<file path="src/rtl/auth_request_engine_pkg.sv">
// auth_request_engine_pkg: shared constants, encodings and state type for the auth request engine
// Holds message-type codes, protocol version, USB setup values, default timeouts,
// request/fail encodings and the one-hot state encoding.
package auth_request_engine_pkg;

    localparam logic [7:0] PROTOCOL_VERSION    = 8'h01;

    localparam logic [7:0] MSG_GET_DIGESTS     = 8'h81;
    localparam logic [7:0] MSG_GET_CERTIFICATE = 8'h82;
    localparam logic [7:0] MSG_CHALLENGE       = 8'h83;

    localparam logic [7:0]  SETUP_IN_BM         = 8'd128;
    localparam logic [7:0]  SETUP_OUT_BM        = 8'd0;
    localparam logic [7:0]  SETUP_IN_BREQ       = 8'd24;
    localparam logic [7:0]  SETUP_OUT_BREQ      = 8'd25;
    localparam logic [15:0] CHALLENGE_WLENGTH   = 16'd168;
    localparam logic [15:0] DIGESTS_WLENGTH     = 16'd260;
    localparam logic [15:0] CERTIFICATE_WLENGTH = 16'd2052;

    localparam int unsigned CHALLENGE_TIMEOUT       = 64;
    localparam int unsigned DIGEST_REQ_TIMEOUT      = 32;
    localparam int unsigned GET_CERTIFICATE_TIMEOUT = 128;

    typedef enum logic [1:0] {
        REQ_INVALID     = 2'd0,
        REQ_CHALLENGE   = 2'd1,
        REQ_DIGESTS     = 2'd2,
        REQ_CERTIFICATE = 2'd3
    } req_type_e;

    typedef enum logic [1:0] {
        FAIL_NONE       = 2'd0,
        FAIL_INVALID    = 2'd1,
        FAIL_TIMEOUT    = 2'd2,
        FAIL_RESP_ERROR = 2'd3
    } fail_code_e;

    typedef enum logic [5:0] {
        IDLE      = 6'b000001,
        CHECK     = 6'b000010,
        SEND      = 6'b000100,
        WAIT_RESP = 6'b001000,
        RETRY     = 6'b010000,
        FINISH    = 6'b100000
    } state_e;

endpackage

</file>
<file path="src/rtl/auth_request_engine_timeout_counter.sv">
// auth_timeout_counter: loadable saturating down-counter for response timeouts
// Ports: clk, reset (sync, active-high), load/load_value (preset), enable (count down),
// value (remaining cycles), expired (value is at its last cycle or already 0).
module auth_timeout_counter #(
    parameter int W = 32
) (
    input  logic         clk,
    input  logic         reset,
    input  logic         load,
    input  logic [W-1:0] load_value,
    input  logic         enable,
    output logic [W-1:0] value,
    output logic         expired
);
    always_ff @(posedge clk)
        if (reset) value <= '0;
        else if (load) value <= load_value;
        else if (enable && value != '0) value <= value - 1'b1;
    // Asserted on the cycle whose decrement brings the count to zero.
    assign expired = value <= W'(1);
endmodule

</file>
<file path="src/rtl/auth_request_engine.sv">
// auth_request_engine: issues CHALLENGE/DIGESTS/CERTIFICATE requests with timeout and retry
// Ports: clk, reset (sync, active-high); req_valid/req_type/req_slot/req_ready request intake;
// msg_valid/msg_ready with header and USB setup fields (bmRequestType, bRequest, wLength);
// current_timeout; resp_valid/resp_error reply; busy, done/fail pulses, fail_code.
module auth_request_engine
    import auth_request_engine_pkg::*;
#(
    parameter int unsigned NUM_SLOTS   = 4,
    parameter int unsigned MAX_RETRIES = 2,
    parameter int unsigned TO_W        = 32,
    parameter int unsigned CHAL_TO     = CHALLENGE_TIMEOUT,
    parameter int unsigned DIG_TO      = DIGEST_REQ_TIMEOUT,
    parameter int unsigned CERT_TO     = GET_CERTIFICATE_TIMEOUT
) (
    input  logic            clk,
    input  logic            reset,
    input  logic            req_valid,
    input  logic [1:0]      req_type,
    input  logic [2:0]      req_slot,
    output logic            req_ready,
    output logic            msg_valid,
    input  logic            msg_ready,
    output logic [31:0]     header,
    output logic [7:0]      bmRequestType,
    output logic [7:0]      bRequest,
    output logic [15:0]     wLength,
    output logic [TO_W-1:0] current_timeout,
    input  logic            resp_valid,
    input  logic            resp_error,
    output logic            busy,
    output logic            done,
    output logic            fail,
    output logic [1:0]      fail_code
);
    state_e          state;
    req_type_e       rtype;
    logic [2:0]      rslot;
    logic [3:0]      retries;
    logic [7:0]      msg_type, param1, bm_next, breq_next;
    logic [15:0]     wlen_next;
    logic [TO_W-1:0] to_load;
    logic            bad_req, expired;

    always_comb begin
        msg_type  = rtype == REQ_CHALLENGE ? MSG_CHALLENGE : rtype == REQ_DIGESTS ? MSG_GET_DIGESTS : MSG_GET_CERTIFICATE;
        param1    = rtype == REQ_DIGESTS ? 8'h00 : {5'd0, rslot};
        bm_next   = rtype == REQ_CERTIFICATE ? SETUP_OUT_BM : SETUP_IN_BM;
        breq_next = rtype == REQ_CERTIFICATE ? SETUP_OUT_BREQ : SETUP_IN_BREQ;
        wlen_next = rtype == REQ_CHALLENGE ? CHALLENGE_WLENGTH : rtype == REQ_DIGESTS ? DIGESTS_WLENGTH : CERTIFICATE_WLENGTH;
        to_load   = rtype == REQ_CHALLENGE ? TO_W'(CHAL_TO) : rtype == REQ_DIGESTS ? TO_W'(DIG_TO) : TO_W'(CERT_TO);
        // DIGESTS carries no slot, so only slot-addressed requests are range checked.
        bad_req   = rtype == REQ_INVALID || (rtype != REQ_DIGESTS && 32'(rslot) >= NUM_SLOTS);
    end

    auth_timeout_counter #(.W(TO_W)) u_timeout (
        .clk        (clk),
        .reset      (reset),
        .load       (state == SEND && msg_ready),
        .load_value (to_load),
        .enable     (state == WAIT_RESP),
        .value      (current_timeout),
        .expired    (expired)
    );

    always_ff @(posedge clk) begin
        if (reset) begin
            state         <= IDLE;
            rtype         <= REQ_INVALID;
            rslot         <= '0;
            retries       <= '0;
            req_ready     <= 1'b1;
            msg_valid     <= 1'b0;
            busy          <= 1'b0;
            done          <= 1'b0;
            fail          <= 1'b0;
            fail_code     <= FAIL_NONE;
            header        <= '0;
            bmRequestType <= '0;
            bRequest      <= '0;
            wLength       <= '0;
        end else begin
            done <= 1'b0;
            fail <= 1'b0;
            case (state)
                IDLE: if (req_valid) begin
                    rtype     <= req_type_e'(req_type);
                    rslot     <= req_slot;
                    retries   <= '0;
                    fail_code <= FAIL_NONE;
                    req_ready <= 1'b0;
                    busy      <= 1'b1;
                    state     <= CHECK;
                end
                CHECK: if (bad_req) begin
                    fail      <= 1'b1;
                    fail_code <= FAIL_INVALID;
                    state     <= FINISH;
                end else begin
                    header        <= {PROTOCOL_VERSION, msg_type, param1, 8'h00};
                    bmRequestType <= bm_next;
                    bRequest      <= breq_next;
                    wLength       <= wlen_next;
                    msg_valid     <= 1'b1;
                    state         <= SEND;
                end
                SEND: if (msg_ready) begin
                    msg_valid <= 1'b0;
                    state     <= WAIT_RESP;
                end
                // A reply on the final count cycle wins over the timeout.
                WAIT_RESP: if (resp_valid) begin
                    done      <= !resp_error;
                    fail      <= resp_error;
                    fail_code <= resp_error ? FAIL_RESP_ERROR : FAIL_NONE;
                    state     <= FINISH;
                end else if (expired) begin
                    state <= RETRY;
                end
                // Fields are left untouched so a retransmission repeats the original message.
                RETRY: begin
                    retries <= retries + 1'b1;
                    if (32'(retries) < MAX_RETRIES) begin
                        msg_valid <= 1'b1;
                        state     <= SEND;
                    end else begin
                        fail      <= 1'b1;
                        fail_code <= FAIL_TIMEOUT;
                        state     <= FINISH;
                    end
                end
                FINISH: begin
                    busy      <= 1'b0;
                    req_ready <= 1'b1;
                    state     <= IDLE;
                end
                default: begin
                    msg_valid <= 1'b0;
                    busy      <= 1'b0;
                    req_ready <= 1'b1;
                    state     <= IDLE;
                end
            endcase
        end
    end
endmodule
</file>
<file path="config.mk">
export PLATFORM = sky130hd
export DESIGN_NAME = auth_request_engine
export DESIGN_NICKNAME = d
export VERILOG_FILES = /design/src/rtl/auth_request_engine_pkg.sv /design/src/rtl/auth_request_engine_timeout_counter.sv /design/src/rtl/auth_request_engine.sv
export SDC_FILE = /design/constraint.sdc
export NUM_CORES = 1
export LEC_CHECK = 0
export CAP_MARGIN = 5
export CORE_AREA = 8 8 99 101
export DETAILED_ROUTE_END_ITERATION = 10
export DIE_AREA = 0 0 107 109
export GPL_TIMING_DRIVEN = 0
export PLACE_DENSITY = 0.82
export SYNTH_ARGS = -nofsm -noshare
export SYNTH_HDL_FRONTEND = slang
export SYNTH_HIERARCHICAL = 1
export SYNTH_SLANG_ARGS = --single-unit
export TNS_END_PERCENT = 30
</file>
<file path="constraint.sdc">
create_clock -name clk -period 5.4 [get_ports clk]
set_input_delay 0.81 -clock clk [delete_from_list [all_inputs] [get_ports clk]]
set_output_delay 0.81 -clock clk [all_outputs]
set_load 0.02 [all_outputs]
</file>
==> impl_summary.md, run 1 <==
Placed design
Routability-driven placement finished with a final weighted congestion of 0.8966. After detailed placement, the total cell area comes to 5075 µm². The detailed placement HPWL is 8115 µm. In this run the tool buffered the top-level ports with 66 buffer cells.

Hold path
In this run the worst hold path is classified as reg -> reg.

Die
In this run the standard cell core region covers 8381 µm². The area of the die is 11660 µm². The number of placement rows is 34.

The horizontal extent of the die is 107 µm. The die is 109 µm tall. During I/O placement, the number of pins put on the boundary was 114. Once the floorplan was initialized, standard cells occupied 47.66% of the core.

CTS
The number of hold-repair buffers added at the cts stage is 0. The number of setup buffers added after CTS is 0. The TritonCTS clock tree is yes. The number of buffers created by CTS is 9. For this design, the sink count on the clock tree is 66.

Clock tree synthesis selected as its root buffer the cell clkbuf_8. The H-tree depth is 3. The clock insertion delay at the later pin of the skew report is 0.35 ns. The maximum number of buffers from clock root to sink is 2. Clock-pin slew was measured on the worst setup and hold paths at 0.08 ns. After clock tree synthesis, the repair step resized 0 gates.

Setup path
At the worst endpoint, the required time is 5.65 ns. The kind of start point of the critical path is a flip-flop. STA puts the critical path data arrival time at 3.53 ns. The worst setup path is captured at a flip-flop. The slowest stage of the critical path is the or4b_1 cell.

The critical path's largest stage delay is 0.48 ns. The buffering stage count on the worst path with inverters included is 1. The critical path is of the reg -> reg type. The signal on the critical path passes through nor2_1, and3_1, clkbuf_1, and2b_2, nand4_1, a2111oi_4, or4b_1, a311oi_1. In this design, the largest share of critical-path delay is due to simple AND/OR/NAND/NOR gates. Of all nets on the critical path, the largest fanout is 10. The setup check on the worst reg-to-reg path leaves a slack of 2.13 ns.

Power
The combinational power share is 13.6%. The internal power of the cells is 877.5 µW. The switching fraction of total power is 26.56%. The portion of total power attributed to sequential cells is 42.3%. The part of the power in the clock network is 44.1%. The worst supply voltage drop on vdd is 0.1234 mV. Summed over all cells, the static leakage comes to 2.130 nW. For this design the ratio of total power to cell area is 224.4 nW/µm². The power spent charging and discharging nets is 317.3 µW.

Timing
Setup repair after global routing left no endpoint under its margin. Measured against its own limit, the worst slew margin works out to 25.85%. The measured slew at the worst slew-check pin is 1.084 ns. The final-report max-slew violation count is 0. The setup-violating endpoint count in the final report is 0. After routing, the total negative slack on setup checks comes to 0 ns. After layout, the minimum clock period comes to 3.274 ns. Static timing analysis puts the maximum clock frequency at 0.3055 GHz.

Of the available clock period, the critical path in the final layout requires 60.63%. Between clock sinks in the finished design, the worst skew comes to 0.01579 ns. The count of endpoints failing hold in the final timing report is 0.

GRT
Entering global routing, the biggest net connects 14 pins. The total global routing overflow is 0. The via count of the first global-routing pass came to 3644. The first global-routing pass estimated 17620 µm of wire. The combined global-route utilization of all metal layers is 18.37%.

The number of antenna violations at the first check in global routing is 0.

Routing
The average wire length per cell after detail routing is 14.96 µm. The detailed router placed 3865 vias in this run. The post-detailed-route via-to-cell ratio is 5.266. The length of the first detailed-routing pass in iterations is 5. For this block, the initial DRC count from the detailed router was 235.

In the routed design, unresolved DRC markers number 0. Wires add up to 10980 µm. Once detail routing completed, the nets flagged for antenna violations numbered 0.

Final layout
Compared with the post-synthesis result, the final layout area differs by 33.30%. The finished cells cover 5324 µm². The number of diodes is 0. The count of filler cells inserted in the layout is 714. The library cell used most frequently in the layout, excluding fill and tap cells, is conb_1. The fraction of final layout cells sized beyond drive strength 1 is 15.34%. The number of nets in the finished design is 639. In the final layout, the multi-input gates occupy 2366 µm². The total area of sequential cells is 1321 µm². Leaving out fill and tap cells, the most frequent cells in the layout are conb_1 (77), dfxtp_1 (66), clkdlybuf4s50_1 (66).

Job
The tool flagged a number of max-cap violations equal to 0.

Yosys
In this run, synthesis inferred 0 flip-flops with an integrated enable. After technology mapping, the gate count stands at 468. The share of the Yosys chip area taken by registers is 33.08%. The average instance in the mapped netlist occupies 8.534 µm². The async set-reset flop share out of synthesis is 0%. The synthesized design contains 66 register bits. The cell area after synthesis is 3994 µm². In the synthesized netlist the dominant register cell turns out to be dfxtp_1. The count of distinct cell types in the synthesized netlist is 70. The number of warnings printed during yosys synthesis is 6.

Status
The run finished with clean final reports.
cell usage after synthesis, drive strengths merged, types with 5 or more instances:
| library cell | instances | area (µm²) |
|---|---|---|
| dfxtp | 66 | 1321 |
| buf | 59 | 431.7 |
| nor2 | 55 | 206.5 |
| a211oi | 29 | 217.7 |
| a21oi | 28 | 140.1 |
| nand2 | 24 | 90.09 |
| clkbuf | 20 | 115.1 |
| xnor2 | 17 | 148.9 |
| nor4 | 13 | 102.6 |
| inv | 12 | 45.04 |
| nor3 | 11 | 55.05 |
| nand3 | 8 | 40.04 |
| a2111oi | 7 | 98.84 |
| a311oi | 7 | 61.31 |
| ha | 7 | 87.58 |
| mux2i | 7 | 70.07 |
| nor2b | 7 | 43.79 |
| or3 | 7 | 50.05 |
| and4 | 6 | 53.80 |
| o21ai | 6 | 30.03 |
| or4 | 6 | 48.80 |
| or2 | 5 | 31.28 |
routing by layer:
metal	GRT usage [%]	vias to the layer above	wire length (µm)
met5	0	-	0
met4	6.432	0	113
met3	5.556	11	1020
met2	31.31	182	5287
met1	21.47	1790	4558
li1	-	1882	-
final cells by class:
type | count | area share, %
plain buffers | 79 | 10.27
clock buffers | 9 | 2.327
clock inverters | 7 | 2.350
inverters | 12 | 0.8461
multi-input cells | 387 | 44.44
flip-flops and latches | 66 | 24.82
well taps | 108 | 2.538
repair buffers | 66 | 12.41
power by group through the flow:
stage	logic [mW]	registers (mW)	clock network [mW]
5_1_grt	0.176	0.508	0.554
2_1_floorplan	0.116	0.522	0
6_report	0.162	0.506	0.527
3_3_place_gp	0.157	0.517	0
3_5_place_dp	0.159	0.517	0
4_1_cts	0.160	0.506	0.532
through the flow:
step           util (%)  worst slack [ns]  hold slack, ns  cells  total power, mW
3_3_place_gp      60.56             2.316          0.4366    718           0.6737
5_1_grt           63.53             1.936          0.4811    734            1.238
2_1_floorplan         -             2.745          0.4409    544           0.6382
3_5_place_dp      60.56             2.269          0.4421    718           0.6765
4_1_cts           63.53             2.233          0.4546    734            1.198
6_report          63.53             2.126          0.4479    734            1.195
sequential cells by signal, summed over array words and instances (netlist names), 2 cells and up:
name             count
wLength              4
header               6
rslot                3
fail_code            2
rtype                2
retries              4
state                6
u_timeout/value     32
final timing paths:
| check | from | depth (start not counted) | end |
|---|---|---|---|
| setup reg to reg | state[0]$_SDFFE_PP1P_ | 8 | u_timeout/value[29]$_SDFFE_PP0P_ |
| hold reg to reg | busy$_SDFFE_PP0P_ | 2 | busy$_SDFFE_PP0P_ |
| hold / removal | busy$_SDFFE_PP0P_ | 2 | busy$_SDFFE_PP0P_ |
| setup / recovery | state[0]$_SDFFE_PP1P_ | 8 | u_timeout/value[29]$_SDFFE_PP0P_ |
cell families after synthesis:
family          after synthesis  synth area share (%)
compound gates              102                 19.20
xor+xnor                     21                 4.605
fa+ha+maj                     7                 2.193
buf+inv                      91                 14.82
flops                        66                 33.08
mux                           8                 2.130
other cells                   1               0.09389
simple gates                172                 23.87
tightest hold or removal path, stage by stage, from the launching register on:
cell     delay (ns)
dfxtp_1        0.31
inv_1          0.05
a21oi_1        0.05
Power figures use the tool's default switching activity.
==> run 2, diff against run 1 <==
- CORE_AREA: 8 8 99 101 -> 8 8 105 107
- DIE_AREA: 0 0 107 109 -> 0 0 113 115
- PLACE_DENSITY: 0.82 -> 0.76
- clock period: 5.4 -> 2.6 ns (I/O delays scaled with it)
==> run 2 against run 1 <==
  * Global-route usage is 1.0 points lower
  * Clock-buffer cell count stayed put
  * Sequential share of layout area is 0.12 points lower
  * Register-to-register slack worse by 2.0 ns
  * Clock power is 51% higher
  * Maximum frequency is 30% higher
  * Clock skew is 0.00071 ns higher
  * Critical path depth is 3 lower
  * Routed wire length is 2.5% higher
  * Die area is 11% higher
  * Largest cell class unchanged
  * Highest routed layer unchanged
==> impl_summary.md, run 2 (synthesis results as in run 1) <==
Status
The run finished with clean final reports.

Die
For this design the top-level I/O count stands at 114. The floorplan die height is 115 µm. Once the floorplan was initialized, standard cells occupied 42.22% of the core. The core region is 9459 µm². Measured along the x axis, the die boundary spans 113 µm.

The floorplan has 36 rows. The area of the die is 13000 µm².

Setup path
The reg-to-reg setup timing slack is 0.09 ns. The capture instance of the worst register-to-register path is u_timeout/value[29]$_SDFFE_PP0P_. The beginning of the worst register-to-register path is u_timeout/value[11]$_SDFFE_PP0P_. Measured in cells, the most critical reg-to-reg path has a length of 5. The start-to-end type of the worst setup path is reg -> reg.

The required time at the endpoint of the critical path is 2.86 ns. The kind of start point of the critical path is a flip-flop. Following the worst setup path forward leads to its endpoint at u_timeout/value[29]$_SDFFE_PP0P_. The element type at the critical path end is a flip-flop. The biggest fanout along the worst timing path is 5. The critical path data arrival time is 2.77 ns. The critical path startpoint is u_timeout/value[11]$_SDFFE_PP0P_.

CTS
The H-tree depth is 3. The maximum number of buffers from clock root to sink is 2. The clock-pin slew on the worst setup and hold paths is 0.09 ns. The clock insertion delay at the later pin of the skew report is 0.34 ns.

The number of buffers created by CTS is 9. The TritonCTS clock tree is yes. CTS saw 66 sinks. The root buffer cell chosen for the clock tree is clkbuf_8.

Routing
For this block, the via count after detailed routing is 3814. After detailed routing, the wire length on met1 is 4807 µm. The count of unresolved DRC violations after routing is 0. The length of routed met2 wiring is 5446 µm. The first detailed-routing pass took 5 iterations.

In this run, the number of DRC markers left after iteration 0 of detailed routing was 160. The highest metal layer with signal wires is met4. Using the TritonRoute via totals, the vias-per-cell ratio works out to 5.119.

The total met3 wirelength after detailed routing is 851 µm. The routed wire length is 11250 µm. The remaining antenna violation count after routing is 0.

After detailed routing, the average wire length per cell comes to 15.10 µm.

Final layout
The number of diodes is 0. In the final design database the tool counted 644 nets. The commonest non-fill, non-tap cell in the layout is conb_1.

The number of flip-flops under the largest register name is 32. The share of the core filled with cells in the final layout is 56.72%. The register with the most flip-flops in the final layout is u_timeout/value. The layout overhead on the synthesized area is 34.34%. Cells with a size suffix above 1 make up 18.70% of the layout. The largest registers in the layout are u_timeout/value x32, header x6, state x6. In the layout the commonest cells are conb_1 (77), clkdlybuf4s50_1 (66), dfxtp_1 (63).

Power
The internal power of the cells is 1.532 mW. The worst supply voltage drop on vdd is 0.2215 mV. For this design the ratio of total power to cell area is 408.6 nW/µm².

In this run the power spent charging and discharging nets is 660.3 µW. Combinational logic burns 15.7% of the power. The switching fraction of total power is 30.12%.

The portion of total power attributed to sequential cells is 48.0%. The clock network burns 36.3% of the power. For this design the static power due to leakage is 2.137 nW.

Timing
The worst-case headroom to the max-slew limit is 46.14%. Setup repair after global routing left no endpoint under its margin. The final-report max-slew violation count is 0. The worst path needs 2.509 ns of the cycle, external delays included.

The final-layout worst hold slack is 0.4478 ns. After routing, the total negative slack on setup checks comes to 0 ns. The setup-violating endpoint count in the final report is 0. The measured slew at the worst slew-check pin is 0.8059 ns.

The count of endpoints failing hold in the final timing report is 0. The worst-case clock skew is 0.01649 ns. Of the available clock period, the critical path in the final layout requires 96.49%. Based on the critical path, the design can be clocked at up to 0.3986 GHz.

GRT
The first global-routing pass estimated 18420 µm of wire. The combined global-route utilization of all metal layers is 17.34%. For this run the aggregate overflow at the end of global routing stands at 0.

The number of antenna violations at the first check in global routing is 0. The via count of the first global-routing pass was 3699. The pin count of the biggest net entering global routing is 14.

Hold path
The number of stages on the worst hold path is 2. The worst min-delay path class is reg -> reg.

Placed design
Once detailed placement completed, the half-perimeter wirelength came to 8385 µm. The congestion estimate from routability-driven global placement came to 0.9131. The count of buffers added on input and output ports is 66.

Job
The max-cap check violation count is 0.
run 2: worst min-delay path by stage:
stage | startpoint | endpoint | slack [ns]
4_1_cts | busy$_SDFFE_PP0P_ | busy$_SDFFE_PP0P_ | 0.45
5_1_grt | busy$_SDFFE_PP0P_ | busy$_SDFFE_PP0P_ | 0.47
3_5_place_dp | busy$_SDFFE_PP0P_ | busy$_SDFFE_PP0P_ | 0.44
2_1_floorplan | retries[3]$_SDFFE_PP0P_ | retries[3]$_SDFFE_PP0P_ | 0.44
3_3_place_gp | busy$_SDFFE_PP0P_ | busy$_SDFFE_PP0P_ | 0.43
6_report | busy$_SDFFE_PP0P_ | busy$_SDFFE_PP0P_ | 0.45
run 2: power by group through the flow:
stage               logic (mW)  clock network (mW)  registers (mW)
detailed placement       0.331                   0            1.08
CTS                      0.333               0.814            1.05
global placement         0.328                   0            1.07
finish                   0.344               0.796            1.05
floorplan                0.241                   0            1.09
global route             0.374               0.849            1.06
run 2: area by class of cell:
type	instances	area (µm²)
Timing Repair Buffer	74	720.7
Buffer	76	538.0
Sequential cell	66	1325
Tap cell	114	142.6
Clock inverter	7	52.55
Multi-Input combinational cell	387	2417
Fill cell	893	4094
Clock buffer	9	123.9
Inverter	12	45.04
run 2: layer usage:
layer | vias to the layer above | track usage [%]
li1 | 1890 | -
met3 | 16 | 5.200
met1 | 1785 | 20.70
met4 | 0 | 5.595
met2 | 123 | 29.25
met5 | - | 0
run 2: through the flow:
stage                     area [µm²]  cells  total power [mW]  setup WS [ns]
final                           5365    745             2.192        0.09125
after global routing            5365    745             2.280       0.002883
after global placement          5085    724             1.402        -0.4171
after CTS                       5318    742             2.200       0.006114
after detailed placement        5085    724             1.406        -0.4874
after floorplan                 4282    544             1.326        0.01152
run 2: timing repair:
| action | CTS | global route |
|---|---|---|
| setup buffers | 2 | 6 |
| resized for setup | 12 | 7 |
| endpoints found under the setup margin | 22 | 29 |
| pin swaps | 1 | 3 |
| hold buffers | 0 | 0 |
run 2: worst max-delay path, cell delays in order, from the launching register on:
cell       delay [ns]
dfxtp_1          0.37
or4_4            0.57
or3_4            0.38
a2111oi_4        0.37
or4b_1           0.47
a311oi_1         0.26
